--- src/rtl/serial_adder_n.sv ---
// Bit-serial adder/subtractor: one full-adder slice reused over WIDTH cycles,
// LSB first, with a start/busy/done handshake and signed-overflow flag.
module serial_adder_n #(
    parameter int WIDTH = 8
) (
    input  logic             clk,
    input  logic             rst_n,
    input  logic             start,
    input  logic [WIDTH-1:0] a,
    input  logic [WIDTH-1:0] b,
    input  logic             c_in,
    input  logic             sub,
    output logic             busy,
    output logic             done,
    output logic [WIDTH-1:0] sum,
    output logic             c_out,
    output logic             ovf
);
    localparam int CNT_W = (WIDTH > 1) ? $clog2(WIDTH) : 1;

    typedef enum logic [1:0] {S_IDLE, S_RUN, S_DONE} state_t;

    state_t           state_q, state_d;
    // a_q doubles as the result shift register: each consumed operand bit
    // frees its MSB slot for a result bit, so after WIDTH shifts it holds
    // the finished sum.
    logic [WIDTH-1:0] a_q, a_d;
    logic [WIDTH-1:0] b_q, b_d;
    logic [WIDTH-1:0] sum_q, sum_d;
    logic [CNT_W-1:0] cnt_q, cnt_d;
    logic             carry_q, carry_d;
    logic             c_out_q, c_out_d;
    logic             ovf_q, ovf_d;
    logic             bit_s, carry_nx, last;

    always_comb begin
        bit_s    = a_q[0] ^ b_q[0] ^ carry_q;
        carry_nx = (a_q[0] & b_q[0]) | (a_q[0] & carry_q) | (b_q[0] & carry_q);
        last     = (cnt_q == CNT_W'(WIDTH - 1));

        state_d = state_q;
        a_d     = a_q;
        b_d     = b_q;
        carry_d = carry_q;
        cnt_d   = cnt_q;
        sum_d   = sum_q;
        c_out_d = c_out_q;
        ovf_d   = ovf_q;

        case (state_q)
            S_IDLE, S_DONE: begin
                state_d = S_IDLE;
                if (start) begin
                    state_d = S_RUN;
                    a_d     = a;
                    b_d     = b ^ {WIDTH{sub}};
                    carry_d = c_in ^ sub;
                    cnt_d   = '0;
                end
            end
            S_RUN: begin
                a_d     = {bit_s, a_q[WIDTH-1:1]};
                b_d     = {1'b0, b_q[WIDTH-1:1]};
                carry_d = carry_nx;
                cnt_d   = cnt_q + CNT_W'(1);
                if (last) begin
                    state_d = S_DONE;
                    sum_d   = {bit_s, a_q[WIDTH-1:1]};
                    c_out_d = carry_nx;
                    // carry_q here is the carry into the MSB slice
                    ovf_d   = carry_q ^ carry_nx;
                end
            end
            default: state_d = S_IDLE;
        endcase
    end

    always_ff @(posedge clk or negedge rst_n) begin
        if (!rst_n) begin
            state_q <= S_IDLE;
            a_q     <= '0;
            b_q     <= '0;
            carry_q <= 1'b0;
            cnt_q   <= '0;
            sum_q   <= '0;
            c_out_q <= 1'b0;
            ovf_q   <= 1'b0;
        end else begin
            state_q <= state_d;
            a_q     <= a_d;
            b_q     <= b_d;
            carry_q <= carry_d;
            cnt_q   <= cnt_d;
            sum_q   <= sum_d;
            c_out_q <= c_out_d;
            ovf_q   <= ovf_d;
        end
    end

    assign busy  = (state_q == S_RUN);
    assign done  = (state_q == S_DONE);
    assign sum   = sum_q;
    assign c_out = c_out_q;
    assign ovf   = ovf_q;
endmodule

--- config.mk ---
export PLATFORM = sky130hd
export DESIGN_NAME = serial_adder_n
export DESIGN_NICKNAME = d
export VERILOG_FILES = /design/src/rtl/serial_adder_n.sv
export SDC_FILE = /design/constraint.sdc
export NUM_CORES = 1
export LEC_CHECK = 0
export ABC_AREA = 1
export BUFFER_PORTS_ARGS = -buffer_cell sky130_fd_sc_hd__buf_2
export CORE_AREA = 4 4 63 65
export DETAILED_ROUTE_END_ITERATION = 7
export DIE_AREA = 0 0 67 69
export GPL_TIMING_DRIVEN = 0
export HOLD_SLACK_MARGIN = 0.03
export PLACE_DENSITY = 0.76
export SLEW_MARGIN = 10
export SYNTH_ARGS = -nofsm -noshare
export SYNTH_HDL_FRONTEND = slang
export SYNTH_SLANG_ARGS = --single-unit
--- constraint.sdc ---
create_clock -name clk -period 1.3 [get_ports clk]
set_input_delay 0.26 -clock clk [delete_from_list [all_inputs] [get_ports clk]]
set_output_delay 0.26 -clock clk [all_outputs]
set_load 0.01 [all_outputs]
# [Word level (Yosys, flattened, before mapping)]
# Cells that the tools add are included.
[word_totals] input_bits=21 ff_bits=32
[op_classes] reduce_logical=5 n_mux=11 bitwise_logic=10 n_addsub=1 eq_ne=5
[ops] cell="case mux 8 bit (2 select lines)" n=2
[ops] cell="two-way mux 8 bit" n=2
[ops] cell="XOR 8 bit" n=1
[ops] cell="case mux 3 bit (2 select lines)" n=1
[ops] cell="case mux 2 bit (2 select lines)" n=1
[ops] cell="AND reduction 2 bit" n=2
[ops] cell="XOR 1 bit" n=4
[ops] cell="adder 3 x 1 -> 3 bit, second input constant" n=1
[ops] cell="AND 1 bit" n=3
[ops] cell="== test 3 bit, second input constant" n=1
[ops] cell="two-way mux 3 bit" n=1
[ops] cell="== test 2 x 1 -> 1 bit, second input constant" n=1
[ops] cell="== test 2 bit, second input constant" n=1
[ops] cell="zero test 2 bit" n=1
[ops] cell="two-way mux 1 bit" n=2
[ops] cell="two-way mux 2 bit" n=1
[ops] cell="inequality test 2 x 1 -> 1 bit, second input constant" n=1
[ops] cell="inequality test 2 bit, second input constant" n=1
[ops] cell="OR 1 bit" n=2
[ops] cell="case mux 1 bit (2 select lines)" n=1
[ops] cell="nonzero test 2 bit" n=1
[ops] cell="OR reduction 2 bit" n=1

# [Depth between registers and ports, before layout]
[logic_depth] depth_word=4 ltp_mapped=7

# [Worst setup path before layout]
# OpenSTA, ideal clock, no wires.
[synth_path] path_kind="register to register" from="register cnt_q[0]" to="register c_out_q, in the netlist c_out" synth_period_minus_slack_ns=1.284 setup_time_ns=0.117 n_path_buf=1 setup_slack_ns=0.016 arrival_ns=1.167 stages_incl_launch_ff=8 path_cell_list="dfrtp_1 ha_1 ha_1 inv_1 nor2_8 buf_8 nand2_2 nand2_1"
[synth_via] elab_chain_cells=2
[synth_rtl] element="start: declaration" line="30" source="logic [CNT_W-1:0] cnt_q, cnt_d;"
[synth_rtl] element="start signal: assignment" line="93" source="cnt_q <= cnt_d;"
[synth_rtl] element="== test 3 bit" line="39" source="last = (cnt_q == CNT_W'(WIDTH - 1));"
[synth_rtl] element="AND reduction 2 bit (no line)"
[synth_rtl] element="end signal: assignment" line="95" source="c_out_q <= c_out_d;"
[synth_rtl] element="end: declaration" line="32" source="logic c_out_q, c_out_d;"
# No other way between the ends.
# A chain may end at the register's enable or synchronous reset.

# [Worst setup path after layout]
[layout_path] from="register state_q[0]" to="output done"
[layout_via] elab_chain_cells=1
[layout_rtl] element="start: declaration" line="23" source="state_t state_q, state_d;"
[layout_rtl] element="start signal: assignment" line="89" source="state_q <= state_d;"
[layout_rtl] element="== test 2 bit" line="101" source="assign done = (state_q == S_DONE);"
[layout_rtl] element="end: declaration" line="14" source="output logic done,"
# No other way between the ends.

==> impl_metrics.yaml <==
global_route:
  grt_usage: 0.170
  antenna_found_initial: 0
  grt_overflow: 0
  grt_pass1_vias: 1382
  grt_pass1_wl_mm: 6.20
  grt_max_degree: 33
die:
  coreArea_sq_um: 3340
  dieHeight_microns: 69
  initial_core_util: 0.490
  io_pins: 33
  die_x_microns: 67
  dieArea_sq_um: 4620
  std_cell_rows: 21
sta:
  fin_skew_ns: 0.00614
  rsz0062_at_grt: "true"
  slew-limit-headroom: 0.520
  finalCritPeriodShare: 1.06
  fin_hold_ws_ns: 0.170
  worst_slack_ns: -0.0772
  finalHoldViolCount: 0
  period_needed_ns: 1.38
  finalSetupViolations: 2
  clock.fmax_mhz: 726
  slew_viol_final: 0
  worst_pin_slew_ns: 0.721
finish:
  area_growth_pct: 32.3
  fin_area_sq_um: 2160
  diodes: 0
  drive_gt1_frac: 0.345
  nFillCells: 283
  layout.nets: 285
route:
  routed_wl_mm: 3.89
  num_vias: 1490
  drt_iter0_markers: 111
  via_per_inst: 4.85
  drcViolationCount: 0
  post_drt_wl_per_cell_microns: 12.7
  drtPass1Iterations: 4
  antenna_left: 0
clock_network:
  clock_sinks: 32
  clk_latency_ns: 0.34
  cts_tree: "done"
  clock_path_buffers: 2
  cts_max_level: 2
  cts.clk_slew.worst_paths_ns: 0.09
  cts_root_buf: "clkbuf_4"
  numCtsBuffers: 5
critical_path:
  cp_max_fo: 3
  endpoint_kind: "output pin"
  timing_worst_setup_path_type: "register to output pin"
  required_ns: 1.04
  critPathLaunchType: "register"
  crit_arrival_ns: 1.12
synth:
  synth_cell_type_count: 20
  synth_nets: 228
  ys_warn_count: 0
  ys_seq_area_frac: 0.490
  synth_area_per_cell_sq_um: 8.02
  syn_area_sq_um: 1640
  synth_cells: 204
  synth_seq_cells: 32
min_path:
  hp-class: "input port to register"
placed_design:
  placed_area_sq_um: 1840
  port_buffers: 30
  gp_congestion: 0.741
  dp.final_hpwl_mm: 2.30
power_and_ir_drop:
  power.density_nw_per_um2: 2420
  max-vdd-ir-drop_v: 0.00113
  p_leak_uw: 0.00119
status:
  violations: "negative setup slack"
  status: "finished, violations left"
run:
  drv_cap: 0
## cell type report
| cell class | count | area (sq um) | area share |
|---|---|---|---|
| clock buffers | 7 | 65.1 | 0.0301 |
| inverters | 22 | 87.6 | 0.0405 |
| repair buffers | 50 | 334 | 0.154 |
| plain buffers | 6 | 67.6 | 0.0312 |
| flip-flops and latches | 32 | 802 | 0.371 |
| multi-input cells | 144 | 749 | 0.346 |
| well taps | 46 | 57.6 | 0.0266 |
## state kept, by name (all words and copies together), names as in the netlist
register,cells
b_q,8
cnt_q,3
c_out,1
ovf,1
state_q,2
carry_q,1
a_q,8
sum,8
## cells in the final DEF, fill, tap and decap left out, types with 2 or more instances in the layout
cell and n:
buf_2 31, buf_4 17, buf_6 3, buf_8 2, clkbuf_4 5, clkbuf_8 2
dfrtp_1 31, inv_1 18, inv_2 2, inv_4 2, nand2_1 77, nand2_2 12
nand3_1 39, nor2_2 2, nor2_4 2, xor2_1 2
## report_power, final
part / switching (uW) / total (uW) / internal (uW) / leakage [uW]
Clock: 338 / 644 / 306 / 0.0000374
Sequential: 348 / 1840 / 1490 / 0.000391
Combinational: 1440 / 2750 / 1310 / 0.000763
## worst max-delay path, cell delays in order, from the launching register on
cell and delay (ns):
dfrtp_2 0.46, buf_6 0.13, nor2_2 0.06, buf_2 0.13
## through the flow
step	total power (uW)	setup WS, ns	TNS [ns]	utilization	std cells
after floorplan	3290	0.0164	0	-	204
after detailed placement	3850	-0.0832	-0.748	0.552	280
final	5230	-0.0772	-0.120	0.648	307
after global routing	5680	-0.120	-0.325	0.648	307
after global placement	3780	-0.0681	-0.608	0.552	280
after CTS	4820	-0.107	-0.186	0.607	297
## synthesized netlist by cell type, drive strengths merged
cell type	n	area share
a21oi	1	0.0031
buf	7	0.035
dfrtp	32	0.49
fa	1	0.012
ha	2	0.015
inv	22	0.052
nand2	91	0.23
nand3	40	0.12
nor2	5	0.028
o21ai	1	0.0031
xor2	2	0.011
## routing by layer
layer	track usage	share of wire	vias to the layer above
li1	-	-	746
met1	0.223	0.42	685
met2	0.263	0.49	51
met3	0.0617	0.082	8
met4	0.0405	0.014	0
met5	0	0	-
## worst paths after layout
path / start / endpoint / slack (ns) / cells after the start
max reg2reg: state_q[1]$_DFFE_PN0P_ / sum[7]$_DFFE_PN0P_ / 0 / 8
min: b[7] / b_q[7]$_DFFE_PN0P_ / 0.17 / 4
min in group asynchronous: rst_n / sum[4]$_DFFE_PN0P_ / 0.49 / 2
max in group asynchronous: rst_n / state_q[0]$_DFFE_PN0P_ / 0.30 / 2
max: state_q[0]$_DFFE_PN0P_ / done / -0.08 / 3
min reg2reg: ovf$_DFFE_PN0P_ / ovf$_DFFE_PN0P_ / 0.48 / 2
## cells by family after synthesis
family,count (synthesis),share of synthesized area
AND/OR/NAND/NOR,136,0.379
flip-flops,32,0.490
XOR/XNOR,2,0.0107
adder cells (fa/ha/maj),3,0.0275
AO/OA/AOI/OAI,2,0.00612
buffers and inverters,29,0.0872
## what timing repair did
item,CTS,global route
gates cloned,0,2
setup buffers,9,9
gates resized for setup,13,11
endpoints found under the setup margin,14,29
endpoints found under the hold margin,32,0
hold buffers,1,0
pin swaps,5,6
Note: power is estimated with default switching activity, not from simulation.
